**config.mk**
```make
export PLATFORM = sky130hd
export DESIGN_NAME = argmax_decoder
export DESIGN_NICKNAME = d
export VERILOG_FILES = /design/src/rtl/argmax_pkg.sv /design/src/rtl/argmax_unit.sv /design/src/rtl/argmax_decoder.sv
export SDC_FILE = /design/constraint.sdc
export NUM_CORES = 1
export LEC_CHECK = 0
export CELL_PAD_IN_SITES_DETAIL_PLACEMENT = 1
export CELL_PAD_IN_SITES_GLOBAL_PLACEMENT = 2
export CORE_MARGIN = 3
export CORE_UTILIZATION = 35
export CTS_CLUSTER_SIZE = 16
export DETAILED_ROUTE_END_ITERATION = 7
export PLACE_DENSITY_LB_ADDON = 0.3
export SYNTH_ARGS = -nofsm -noshare
export SYNTH_HDL_FRONTEND = slang
export SYNTH_SLANG_ARGS = --single-unit
```
**constraint.sdc**
```tcl
create_clock -name CLOCK_50 -period 7.6 [get_ports CLOCK_50]
set_input_delay 1.14 -clock CLOCK_50 [delete_from_list [all_inputs] [get_ports CLOCK_50]]
set_output_delay 1.14 -clock CLOCK_50 [all_outputs]
set_load 0.02 [all_outputs]
```
**src/rtl/argmax_pkg.sv**
```systemverilog
// Shared types and defaults for the argmax decoder.
// Signed compare is selected by ARGMAX_SIGNED_EN.
package argmax_pkg;

    localparam int DEF_DATA_W     = 8;
    localparam int DEF_GROUP_LEN  = 32;
    localparam int DEF_MAX_GROUPS = 1023;
    localparam int DEF_IN_AW      = 15;
    localparam int DEF_OUT_AW     = 10;
    localparam int DEF_OUT_W      = 8;
    localparam int DEF_RD_LAT     = 2;

    typedef enum logic [2:0] {
        IDLE,
        ISSUE,
        DRAIN,
        WRITE,
        DONE
    } state_e;

    function automatic int idx_w(input int group_len);
        return $clog2(group_len);
    endfunction

    function automatic int grp_w(input int max_groups);
        return $clog2(max_groups + 1);
    endfunction

endpackage

```
**src/rtl/argmax_unit.sv**
```systemverilog
// Running max/index register for one group of samples.
// ARGMAX_SIGNED_EN selects two's-complement compare, else unsigned.
module argmax_unit
    import argmax_pkg::*;
#(
    parameter int DATA_W = DEF_DATA_W,
    parameter int IDX_W  = idx_w(DEF_GROUP_LEN)
) (
    input  logic              CLOCK_50,
    input  logic              reset,
    input  logic              valid_i,
    input  logic              init_i,
    input  logic [DATA_W-1:0] data_i,
    input  logic [IDX_W-1:0]  idx_i,
    output logic [IDX_W-1:0]  max_idx_o
);

    logic [DATA_W-1:0] max_q, max_d;
    logic [IDX_W-1:0]  idx_q, idx_d;
    logic              gt;

    always_comb begin
`ifdef ARGMAX_SIGNED_EN
        gt = $signed(data_i) > $signed(max_q);
`else
        gt = data_i > max_q;
`endif
        max_d = max_q;
        idx_d = idx_q;
        // strict compare: ties keep the earlier index
        if (valid_i && (init_i || gt)) begin
            max_d = data_i;
            idx_d = idx_i;
        end
    end

    always_ff @(posedge CLOCK_50 or posedge reset) begin
        if (reset) begin
            max_q <= '0;
            idx_q <= '0;
        end else begin
            max_q <= max_d;
            idx_q <= idx_d;
        end
    end

    assign max_idx_o = idx_q;

endmodule

```
**src/rtl/argmax_decoder.sv**
```systemverilog
// Pipelined argmax engine: one read per clock, one index write per group.
// ARGMAX_SIGNED_EN selects signed sample compare (default unsigned).
module argmax_decoder
    import argmax_pkg::*;
#(
    parameter int DATA_W     = DEF_DATA_W,
    parameter int GROUP_LEN  = DEF_GROUP_LEN,
    parameter int MAX_GROUPS = DEF_MAX_GROUPS,
    parameter int IN_AW      = DEF_IN_AW,
    parameter int OUT_AW     = DEF_OUT_AW,
    parameter int OUT_W      = DEF_OUT_W,
    parameter int RD_LAT     = DEF_RD_LAT
) (
    input  logic                            CLOCK_50,
    input  logic                            reset,
    input  logic                            start,
    input  logic [grp_w(MAX_GROUPS)-1:0]    cfg_groups,
    input  logic [IN_AW-1:0]                cfg_in_base,
    input  logic [OUT_AW-1:0]               cfg_out_base,
    output logic                            busy,
    output logic                            done,
    output logic [IN_AW-1:0]                rd_addr,
    input  logic [DATA_W-1:0]               rd_data,
    output logic [OUT_AW-1:0]               wr_addr,
    output logic [OUT_W-1:0]                wr_data,
    output logic                            wr_en
);

    localparam int IDX_W = idx_w(GROUP_LEN);
    localparam int GRP_W = grp_w(MAX_GROUPS);

    localparam logic [IDX_W-1:0] LAST_IDX = IDX_W'(GROUP_LEN - 1);
    localparam logic [GRP_W-1:0] MAX_G    = GRP_W'(MAX_GROUPS);

    state_e state_q, state_d;

    logic [IN_AW-1:0]  in_ptr_q, in_ptr_d;
    logic [IN_AW-1:0]  rd_addr_q, rd_addr_d;
    logic [OUT_AW-1:0] out_ptr_q, out_ptr_d;
    logic [GRP_W-1:0]  grp_cnt_q, grp_cnt_d;
    logic [GRP_W-1:0]  groups_q, groups_d;
    logic [IDX_W-1:0]  iss_cnt_q, iss_cnt_d;

    logic              tag_v_q   [RD_LAT];
    logic [IDX_W-1:0]  tag_idx_q [RD_LAT];

    logic              issue;
    logic              cmp_v;
    logic [IDX_W-1:0]  cmp_idx;
    logic              last_cmp;
    logic [IDX_W-1:0]  max_idx;

    assign issue    = (state_q == ISSUE);
    assign cmp_v    = tag_v_q[RD_LAT-1];
    assign cmp_idx  = tag_idx_q[RD_LAT-1];
    assign last_cmp = cmp_v && (cmp_idx == LAST_IDX);

    always_comb begin
        state_d   = state_q;
        in_ptr_d  = in_ptr_q;
        rd_addr_d = rd_addr_q;
        out_ptr_d = out_ptr_q;
        grp_cnt_d = grp_cnt_q;
        groups_d  = groups_q;
        iss_cnt_d = iss_cnt_q;
        unique case (state_q)
            IDLE: begin
                if (start) begin
                    groups_d  = (cfg_groups >= MAX_G) ? MAX_G : cfg_groups;
                    in_ptr_d  = cfg_in_base;
                    out_ptr_d = cfg_out_base;
                    grp_cnt_d = '0;
                    iss_cnt_d = '0;
                    state_d   = (cfg_groups == '0) ? DONE : ISSUE;
                end
            end
            ISSUE: begin
                rd_addr_d = in_ptr_q;
                in_ptr_d  = in_ptr_q + 1'b1;
                iss_cnt_d = iss_cnt_q + 1'b1;
                if (iss_cnt_q == LAST_IDX) begin
                    iss_cnt_d = '0;
                    state_d   = DRAIN;
                end
            end
            DRAIN: begin
                if (last_cmp) state_d = WRITE;
            end
            WRITE: begin
                out_ptr_d = out_ptr_q + 1'b1;
                grp_cnt_d = grp_cnt_q + 1'b1;
                if (grp_cnt_q + 1'b1 == groups_q) state_d = DONE;
                else                               state_d = ISSUE;
            end
            DONE: begin
                state_d = IDLE;
            end
            default: begin
                state_d = IDLE;
            end
        endcase
    end

    always_ff @(posedge CLOCK_50 or posedge reset) begin
        if (reset) begin
            state_q   <= IDLE;
            in_ptr_q  <= '0;
            rd_addr_q <= '0;
            out_ptr_q <= '0;
            grp_cnt_q <= '0;
            groups_q  <= '0;
            iss_cnt_q <= '0;
        end else begin
            state_q   <= state_d;
            in_ptr_q  <= in_ptr_d;
            rd_addr_q <= rd_addr_d;
            out_ptr_q <= out_ptr_d;
            grp_cnt_q <= grp_cnt_d;
            groups_q  <= groups_d;
            iss_cnt_q <= iss_cnt_d;
        end
    end

    // each issued address carries its sample index until rd_data arrives
    always_ff @(posedge CLOCK_50 or posedge reset) begin
        if (reset) begin
            for (int k = 0; k < RD_LAT; k++) begin
                tag_v_q[k]   <= 1'b0;
                tag_idx_q[k] <= '0;
            end
        end else begin
            tag_v_q[0]   <= issue;
            tag_idx_q[0] <= iss_cnt_q;
            for (int k = 1; k < RD_LAT; k++) begin
                tag_v_q[k]   <= tag_v_q[k-1];
                tag_idx_q[k] <= tag_idx_q[k-1];
            end
        end
    end

    argmax_unit #(
        .DATA_W (DATA_W),
        .IDX_W  (IDX_W)
    ) u_unit (
        .CLOCK_50  (CLOCK_50),
        .reset     (reset),
        .valid_i   (cmp_v),
        .init_i    (cmp_idx == '0),
        .data_i    (rd_data),
        .idx_i     (cmp_idx),
        .max_idx_o (max_idx)
    );

    always_comb begin
        wr_data = '0;
        wr_data[IDX_W-1:0] = max_idx;
    end

    assign rd_addr = issue ? in_ptr_q : rd_addr_q;
    assign wr_addr = out_ptr_q;
    assign wr_en   = (state_q == WRITE);
    assign done    = (state_q == DONE);
    assign busy    = ((state_q == IDLE) && start)
                   || (state_q inside {ISSUE, DRAIN, WRITE});

endmodule

```
==> results of run 1 <==
[power by group through the flow]
| stage | Sequential, W | Clock, W | Combinational, W |
|---|---|---|---|
| 2_1_floorplan | 0.000877 | 0 | 0.000641 |
| 3_3_place_gp | 0.000885 | 0 | 0.000967 |
| 3_5_place_dp | 0.000895 | 0 | 0.000997 |
| 4_1_cts | 0.000888 | 0.000484 | 0.00100 |
| 5_1_grt | 0.000920 | 0.000505 | 0.00110 |
| 6_report | 0.000887 | 0.000467 | 0.000985 |
[kinds of logic after synthesis]
| group | share of synthesized area |
|---|---|
| buf+inv | 0.0448 |
| mux | 0.0196 |
| simple gates | 0.205 |
| flops | 0.505 |
| xor+xnor | 0.0190 |
| other cells | 0.000814 |
| fa+ha+maj | 0.0353 |
| compound gates | 0.170 |
[worst max path at each step]
stage	startpoint	to	slack [ps]	depth (start not counted)
detailed placement	state_q[1]	rd_addr[2]	3610	6
global placement	state_q[1]	rd_addr[2]	3700	6
CTS	state_q[1]	rd_addr[2]	3240	6
global route	state_q[1]	rd_addr[2]	3010	6
finish	state_q[1]	rd_addr[2]	3300	6
floorplan	reset	cmp_idx[0]	4040	1
[per-layer routing]
metal | vias to the layer above | share of wire | wire (um) | track usage
met5 | - | 0 | 0 | 0
met4 | 0 | 0.013 | 160 | 0.0552
met3 | 12 | 0.027 | 315 | 0.0267
met2 | 57 | 0.46 | 5490 | 0.272
met1 | 1892 | 0.50 | 5910 | 0.233
li1 | 1818 | - | - | -
[flip-flops by register name, indices dropped and copies added (netlist names), 3 cells and up]
| name | flops |
|---|---|
| in_ptr_q | 15 |
| rd_addr_q | 15 |
| groups_q | 10 |
| grp_cnt_q | 10 |
| wr_addr | 10 |
| u_unit.max_q | 8 |
| cmp_idx | 5 |
| iss_cnt_q | 5 |
| tag_idx_q | 5 |
| u_unit.max_idx_o | 5 |
| state_q | 3 |
[cells in the mapped netlist (2+ instances only)]
| cell type | number |
|---|---|
| o221a_2 | 8 |
| a221o_1 | 2 |
| xor2_1 | 3 |
| inv_1 | 15 |
| nor3b_1 | 2 |
| clkbuf_1 | 11 |
| o21ai_0 | 25 |
| o21a_1 | 5 |
| nand2_1 | 96 |
| a311oi_1 | 5 |
| mux2_2 | 8 |
| a21o_1 | 5 |
| dfrtp_1 | 93 |
| and2_1 | 2 |
| nor2_1 | 33 |
| nor3_1 | 3 |
| nor4_1 | 3 |
| o31ai_1 | 5 |
| a211oi_1 | 6 |
| buf_4 | 5 |
| nand3_1 | 15 |
| or3_1 | 2 |
| buf_2 | 12 |
| xnor2_1 | 7 |
| a22o_1 | 8 |
| nand2b_1 | 6 |
| nand4_1 | 8 |
| a21oi_1 | 17 |
| and3_1 | 11 |
| or2_2 | 2 |
| a31oi_1 | 9 |
| ha_1 | 13 |
| nor2b_1 | 2 |
| o32ai_1 | 3 |
| inv_2 | 2 |
| o22ai_1 | 4 |
| and4_1 | 2 |
| or2_1 | 2 |
[worst max-delay path: stages, from the launching register on]
cell,delay (ps)
dfrtp_1,480
nand2b_1,190
or2_1,730
inv_2,390
and2_1,300
a21o_1,170
clkdlybuf4s50_1,540
[per-stage QoR]
stage | cells | total power, W | utilization
global placement | 706 | 0.00185 | 0.432
finish | 722 | 0.00234 | 0.456
global route | 722 | 0.00252 | 0.456
detailed placement | 706 | 0.00189 | 0.432
CTS | 722 | 0.00237 | 0.456
floorplan | 482 | 0.00152 | -
[area by class of cell]
cell class	count	area share
flip-flops and latches	93	0.401
multi-input cells	343	0.359
repair buffers	81	0.138
clock buffers	9	0.0388
well taps	172	0.0371
clock inverters	7	0.0142
inverters	17	0.0112
==> results.md, run 1 <==
* Most frequent cells in the layout: 96 x nand2_1, 93 x dfrtp_1, 78 x clkdlybuf4s50_1
* P_int at around 0.0014 W
* Hold_sp: tag_idx_q[9]
* Crit Reg-Reg Endpoint: in_ptr_q[8]
* Crit path capture type: output port
* Root buffer cell: clkbuf_16
* RSZ-0062 raised after global routing: false
* Sink Count at 93
* Max Clock Skew at 5.49 ps
* Number of hold buffers added after cts at 0
* Yosys top cell area share at 0.505
* Fin area at 0.00581 mm^2
* Area delta synth->final at 26.1%
* Vias in the first global route at between 4,000 and 5,000
* LEAKAGE at between 2 and 3 nW
* Worst hold slack at roughly 360 ps
* Clock Power Share at 0.200
* Initial antenna violation count at 0
* Startpoint Class: flop
* Cts repair resizes at 0
* Setup tns final at 0 ps
* NumNets Final at slightly above 600
* Max transition margin at 0.279
* Synth unique cells at 58
* Initial core utilization at 0.362
* Boundary Pins at between 80 and 90
* Cells after Synth at between 400 and 500
* Final Cycle Share at 0.565
* Final hold viol count at 0
* Peak Freq at between 0.2 and 0.25 GHz
* WS Path Type: reg -> out
* Syn. warnings at 0
* TritonRoute pass-1 iters at 4
* DR WL/cell at roughly 16 um
* Launching point of the worst reg2reg path: state_q[1]
* Synthesized area per cell at between 9 and 10 um^2
* Cell taking the most area after synthesis: dfrtp_1
* FP Rows at between 40 and 50
* #FFs+latches synth at 93
* Post-synth ARST share at 1.00
* Top_reg_cell synth: dfrtp_1
* Switching power at 0.000902 W
* Post-Route WL at about 12 mm
* Hold Crit Endpoint: cmp_idx[4]
* Outcome: completed
* Core ar. at between 0.01 and 0.015 mm^2
* Reg power frac at 0.379
* Worst skew pair latency at around 350 ps
* CTS Buf Count at 9
* # Post-CTS Setup Buffers at 0
* CP required at around 6500 ps
* TritonCTS clock tree: built
* Gr ovfl total at 0
* Die Y at approximately 120 um
* Area taken by multi-input logic gates at between 0.002 and 0.0025 mm^2
* Deepest clock path buffer count at 2
* GRT Resource Usage Total at 0.169
* Post-synth EDFFs at 0
* Share of cells above drive strength 1 at 0.0818
* H-tree levels at 3
* Period minus WS final at about 4300 ps
* Max IR drop VDD at around 200 uV
* Global-route wire length before repair at approximately 20 mm
* Logic pwr share at 0.421
* PD cells at 403 mW/mm^2
* Chip width at 121 um
* Setup-failing EPs final at 0
* Reg2Reg Depth at 6
* Vias per cell at approximately 5.2
* DR vias at roughly 3,800
* Critical path fanouts, max at 26
* Filler cells at around 1,500
* Switching power share of the total at 0.386
* Max_cap viols at 0
* Post-DP HPWL at between 8 and 9 mm
* Register Area at between 0.002 and 0.0025 mm^2
* Synth area leaders: dfrtp_1 51%, nand2_1 7.8%, ha_1 3.5%
* DRC Markers at 0
* Arrival time worst endpoint at about 3200 ps
* Hold Crit Depth at 0
* Final antenna-violating net count at 0
* 1st-iter DRT viols at roughly 180
* Worst-path clk slew at 70 ps
* ANT cells at 0
* Gpl congestion at ~0.80
* Number of buffers added on ports at between 70 and 80
* Die Area at 0.0146 mm^2
* Slew Viols, Final at 0
* Setup WS pre-CTS at 3610 ps
* Mapped Area at between 0.004 and 0.005 mm^2
* Register area share after synthesis at 0.505
* Slew @ Worst Pin at ~1100 ps
* Area after DPL at ~0.0055 mm^2
* Worst Hold Class: reg -> reg
* Pin count of the biggest net entering global routing at 55
* Most common cell after layout, fill and taps aside: nand2_1
* Setup slack after layout at ~3300 ps
* R2R Setup Slk at around 4400 ps
(Power assumes the default switching activity.)
==> run 2, diff against run 1 <==
- CORE_UTILIZATION: 35 -> 33
- clock period: 7.6 -> 4.2 ns (I/O delays scaled with it)
==> results.md, run 2 (same netlist as run 1, synthesis figures left out) <==
* Outcome: completed
* Most common cell after layout, fill and taps aside: nand2_1
* Crit path capture type: output port
* 1st-iter DRT viols at 153
* Total power draw at 0.00421 W
* TritonRoute pass-1 iters at 4
* DP Cell Count at around 710
* Post-DP HPWL at ~8.6 mm
* Cts repair resizes at 0
* Gr ovfl total at 0
* Arrival time worst endpoint at just under 3000 ps
* Setup slack after layout at roughly 600 ps
* Setup-failing EPs final at 0
* NumNets Final at between 600 and 700
* Root buffer cell: clkbuf_16
* ANT cells at 0
* Peak Freq at ~0.28 GHz
* Filler cells at around 1,600
* Top flop regs: in_ptr_q x15, rd_addr_q x15
* Most frequent cells in the layout: 96 x nand2_1, 93 x dfrtp_1, 78 x clkdlybuf4s50_1
* DR vias at between 3,000 and 4,000
* FP Rows at 42
* Post-Route WL at 12.1 mm
* Initial antenna violation count at 1
* Pin count of the biggest net entering global routing at 53
* LEAKAGE at between 2 and 3 nW
* # Post-CTS Setup Buffers at 0
* DR WL/cell at between 15 and 20 um
* Gpl congestion at 0.827
* Global-route wire length before repair at slightly above 20 mm
* Die Y at 124 um
* Startpoint Class: flop
* Vias in the first global route at around 4,100
* Number of hold buffers added after cts at 0
* WS Path Type: reg -> out
* Die Area at between 0.015 and 0.02 mm^2
* Max transition margin at 0.383
* H-tree levels at 3
* Critical path fanouts, max at 26
* Max IR drop VDD at 430 uV
* Share of cells above drive strength 1 at 0.0866
* Sink Count at 93
* Final antenna-violating net count at 0
* Area delta synth->final at 26.7%
* Boundary Pins at 82
* Worst-path clk slew at approximately 70 ps
* RSZ-0062 raised after global routing: false
* Setup tns final at 0 ps
* PD cells at between 700 and 800 mW/mm^2
* Initial core utilization at 0.342
* Vias per cell at about 5.2
* Period minus WS final at between 3000 and 4000 ps
* Core ar. at 0.0135 mm^2
* Non-Filler Instances at 730
* Worst skew pair latency at 350 ps
* Slew @ Worst Pin at roughly 900 ps
* CP required at approximately 3600 ps
* Number of buffers added on ports at just under 80
* Max_cap viols at 0
* Final Cycle Share at 0.856
* Setup WS pre-CTS at around 950 ps
* Max Clock Skew at approximately 7 ps
* GRT Resource Usage Total at 0.169
* Worst Hold Class: reg -> reg
* Slew Viols, Final at 0
* Chip width at 124 um
* TritonCTS clock tree: built
* Deepest clock path buffer count at 2
* CTS Buf Count at 9
* DRC Markers at 0
* Final hold viol count at 0
## run 2: cell count changes in the layout (fill, tap and decap cells not counted), sizes merged
cell / change
clkinv: -1
clkinvlp: +1
inv: -2
clkbuf: +3
bufinv: -1
buf: +4
## run 2: final timing paths
kind	cells past startpoint	startpoint	slack, ps	end
max	7	state_q[1]	600	rd_addr[6]
min reg2reg	0	tag_idx_q[5]	350	cmp_idx[0]
max reg2reg	7	state_q[1]	1460	in_ptr_q[9]
max in group asynchronous	3	reset	2760	grp_cnt_q[4]
min in group asynchronous	2	reset	710	u_unit.max_idx_o[2]
min	0	tag_idx_q[5]	350	cmp_idx[0]
## run 2: area by class of cell
cell class / count / area (um^2) / share of cell area
Sequential cell: 93 / 2330 / 0.399
Timing Repair Buffer: 85 / 846 / 0.145
Inverter: 17 / 65.1 / 0.0112
Tap cell: 176 / 220 / 0.0377
Multi-Input combinational cell: 343 / 2090 / 0.358
Clock buffer: 12 / 256 / 0.0440
Clock inverter: 4 / 32.5 / 0.00558
## run 2: power by group
part | internal [W] | total (W) | switching (W)
registers | 0.00128 | 0.00161 | 0.000331
clock network | 0.000436 | 0.000791 | 0.000355
logic | 0.000866 | 0.00181 | 0.000944
total | 0.00259 | 0.00421 | 0.00163
## run 2: routing by layer
metal  vias to the layer above  track usage  wire length, um
li1                       1835            -                -
met1                      1875        0.224             5720
met2                        61        0.273             5630
met3                         9       0.0577              650
met4                         2       0.0329               85
met5                         -            0               13
## run 2: worst max-delay path, cell delays in order, from the launching register on
cell and delay, ps:
dfrtp_1 500, nand2b_1 180, or2_1 720, inv_2 210
buf_4 270, nand2_1 100, nand2_1 80, clkdlybuf4s50_1 540
## run 2: per-stage QoR
| stage | area (um^2) | utilization | hold slack, ps |
|---|---|---|---|
| after floorplan | 4610 | - | 331 |
| after global placement | 5550 | 0.412 | 332 |
| after detailed placement | 5550 | 0.412 | 336 |
| after CTS | 5830 | 0.434 | 355 |
| after global routing | 5830 | 0.434 | 359 |
| final | 5830 | 0.434 | 348 |
==> run 3, diff against run 2 <==
- CORE_MARGIN: 3 -> default
- SKIP_CTS_REPAIR_TIMING: default -> 1
==> results.md, run 3 (same netlist as run 1, synthesis figures left out) <==
* Outcome: completed
* TritonRoute pass-1 iters at 4
* GR Util met2 at 0.288
* Setup-failing EPs final at 0
* Max Clock Skew at 6.38 ps
* Gr ovfl total at 0
* Crit Reg-Reg Endpoint: wr_addr[3]
* Vias per cell at around 5.2
* Global-route wire length before repair at between 20 and 25 mm
* Area delta synth->final at 26.7%
* Area taken by multi-input logic gates at 0.00209 mm^2
* Worst-path clk slew at roughly 70 ps
* NumNets Final at around 600
* Worst Hold Class: reg -> reg
* Most frequent cells in the layout: 96 x nand2_1, 93 x dfrtp_1, 78 x clkdlybuf4s50_1
* Worst skew pair latency at 350 ps
* Layer with the highest usage: met2
* Reg2Reg Depth at 6
* Startpoint Class: flop
* Sink Count at just over 90
* CP Cell Sequence: nand2b_1 > or2_1 > inv_2 > and2_1 > a21o_1 > clkdlybuf4s50_1
* Peak Freq at 0.313 GHz
* ANT cells at 0
* Critical path fanouts, max at 24
* Filler cells at 1,580
* PD cells at approximately 730 mW/mm^2
* Setup crit end: rd_addr[2]
* Arrival time worst endpoint at approximately 2600 ps
* Launching point of the worst reg2reg path: state_q[2]
* CP required at 3570 ps
* Chip width at between 100 and 150 um
* R2R Setup Slk at between 1500 and 2000 ps
* Critical path's largest stage delay at 610 ps
* Die Y at 120 um
* Vias in the first global route at around 4,100
* Final hold viol count at 0
* Most common cell after layout, fill and taps aside: nand2_1
* Setup tns final at 0 ps
* Deepest clock path buffer count at 2
* Root buffer cell: clkbuf_16
* LEAKAGE at about 2.6 nW
* Share of cells above drive strength 1 at 0.0851
* Die Area at 0.0144 mm^2
* Top flop regs: in_ptr_q x15, rd_addr_q x15
* H-tree levels at 3
* Crit path buf inv count at 2
* Final antenna-violating net count at 0
* Period minus WS final at roughly 3200 ps
* 1st-iter DRT viols at 116
* FP Rows at between 40 and 50
* Post-DP HPWL at between 8 and 9 mm
* Initial core utilization at 0.344
* Crit path capture type: output port
* Max IR drop VDD at ~330 uV
* RSZ-0062 raised after global routing: false
* Boundary Pins at between 80 and 90
* TritonCTS clock tree: built
* CTS Buf Count at 9
* Worst setup startpoint: state_q[1]
* DR WL/cell at between 15 and 20 um
* Slew @ Worst Pin at 949 ps
* GRT Resource Usage Total at 0.179
* Max_cap viols at 0
* Core ar. at about 0.013 mm^2
* Final core utilization at 0.435
* Post-Route WL at between 10 and 15 mm
* DRC Markers at 0
* Gpl congestion at 0.763
* Register Area at roughly 0.0023 mm^2
* Top delay family on crit path: buffers and inverters
* WS Path Type: reg -> out
* Pin count of the biggest net entering global routing at 51
* Critical path's slowest cell: clkdlybuf4s50_1
* DR vias at approximately 3,800
* GRT met3 Usage at 0.0399
* WP depth at 6
* Initial antenna violation count at 0
* M1 GR Usage at 0.233
* Slew Viols, Final at 0
* Number of buffers added on ports at 78
* Max transition margin at 0.365
* Final Cycle Share at 0.760
[run 3: where the power goes]
part	internal, W	switching (W)	leakage, nW
registers	0.00128	0.000327	1.11
clock network	0.000466	0.000371	0.148
logic	0.000862	0.000940	1.30
total	0.00261	0.00164	2.55
[run 3: metal layers]
| metal | share of wire | routed length [um] | up-vias |
|---|---|---|---|
| met5 | 0 | 0 | - |
| met4 | 0.015 | 181 | 0 |
| met3 | 0.043 | 517 | 13 |
| met2 | 0.47 | 5560 | 59 |
| met1 | 0.47 | 5640 | 1895 |
| li1 | - | - | 1830 |
[run 3: worst min-delay path by stage]
stage	end	cells past startpoint	startpoint	slack (ps)
3_3_place_gp	cmp_idx[0]	0	tag_idx_q[5]	330
5_1_grt	cmp_idx[3]	0	tag_idx_q[8]	370
2_1_floorplan	cmp_idx[0]	0	tag_idx_q[5]	330
4_1_cts	cmp_idx[2]	0	tag_idx_q[7]	350
6_report	cmp_idx[2]	0	tag_idx_q[7]	350
3_5_place_dp	cmp_idx[2]	0	tag_idx_q[7]	340
[run 3: metrics by stage]
stage	instance area (um^2)	setup slack, ps	instances	hold WS (ps)	total power, W
after floorplan	4610	1150	482	331	0.00275
after global placement	5540	1370	713	333	0.00337
after detailed placement	5540	1270	713	336	0.00344
after CTS	5840	958	728	352	0.00431
after global routing	5840	824	728	366	0.00455
final	5840	1010	728	348	0.00425
[run 3: cell type report]
type	instances	share of cell area
Clock inverter	6	0.0124
Sequential cell	93	0.399
Timing Repair Buffer	84	0.144
Tap cell	176	0.0377
Clock buffer	9	0.0386
Multi-Input combinational cell	343	0.358
Inverter	17	0.0111
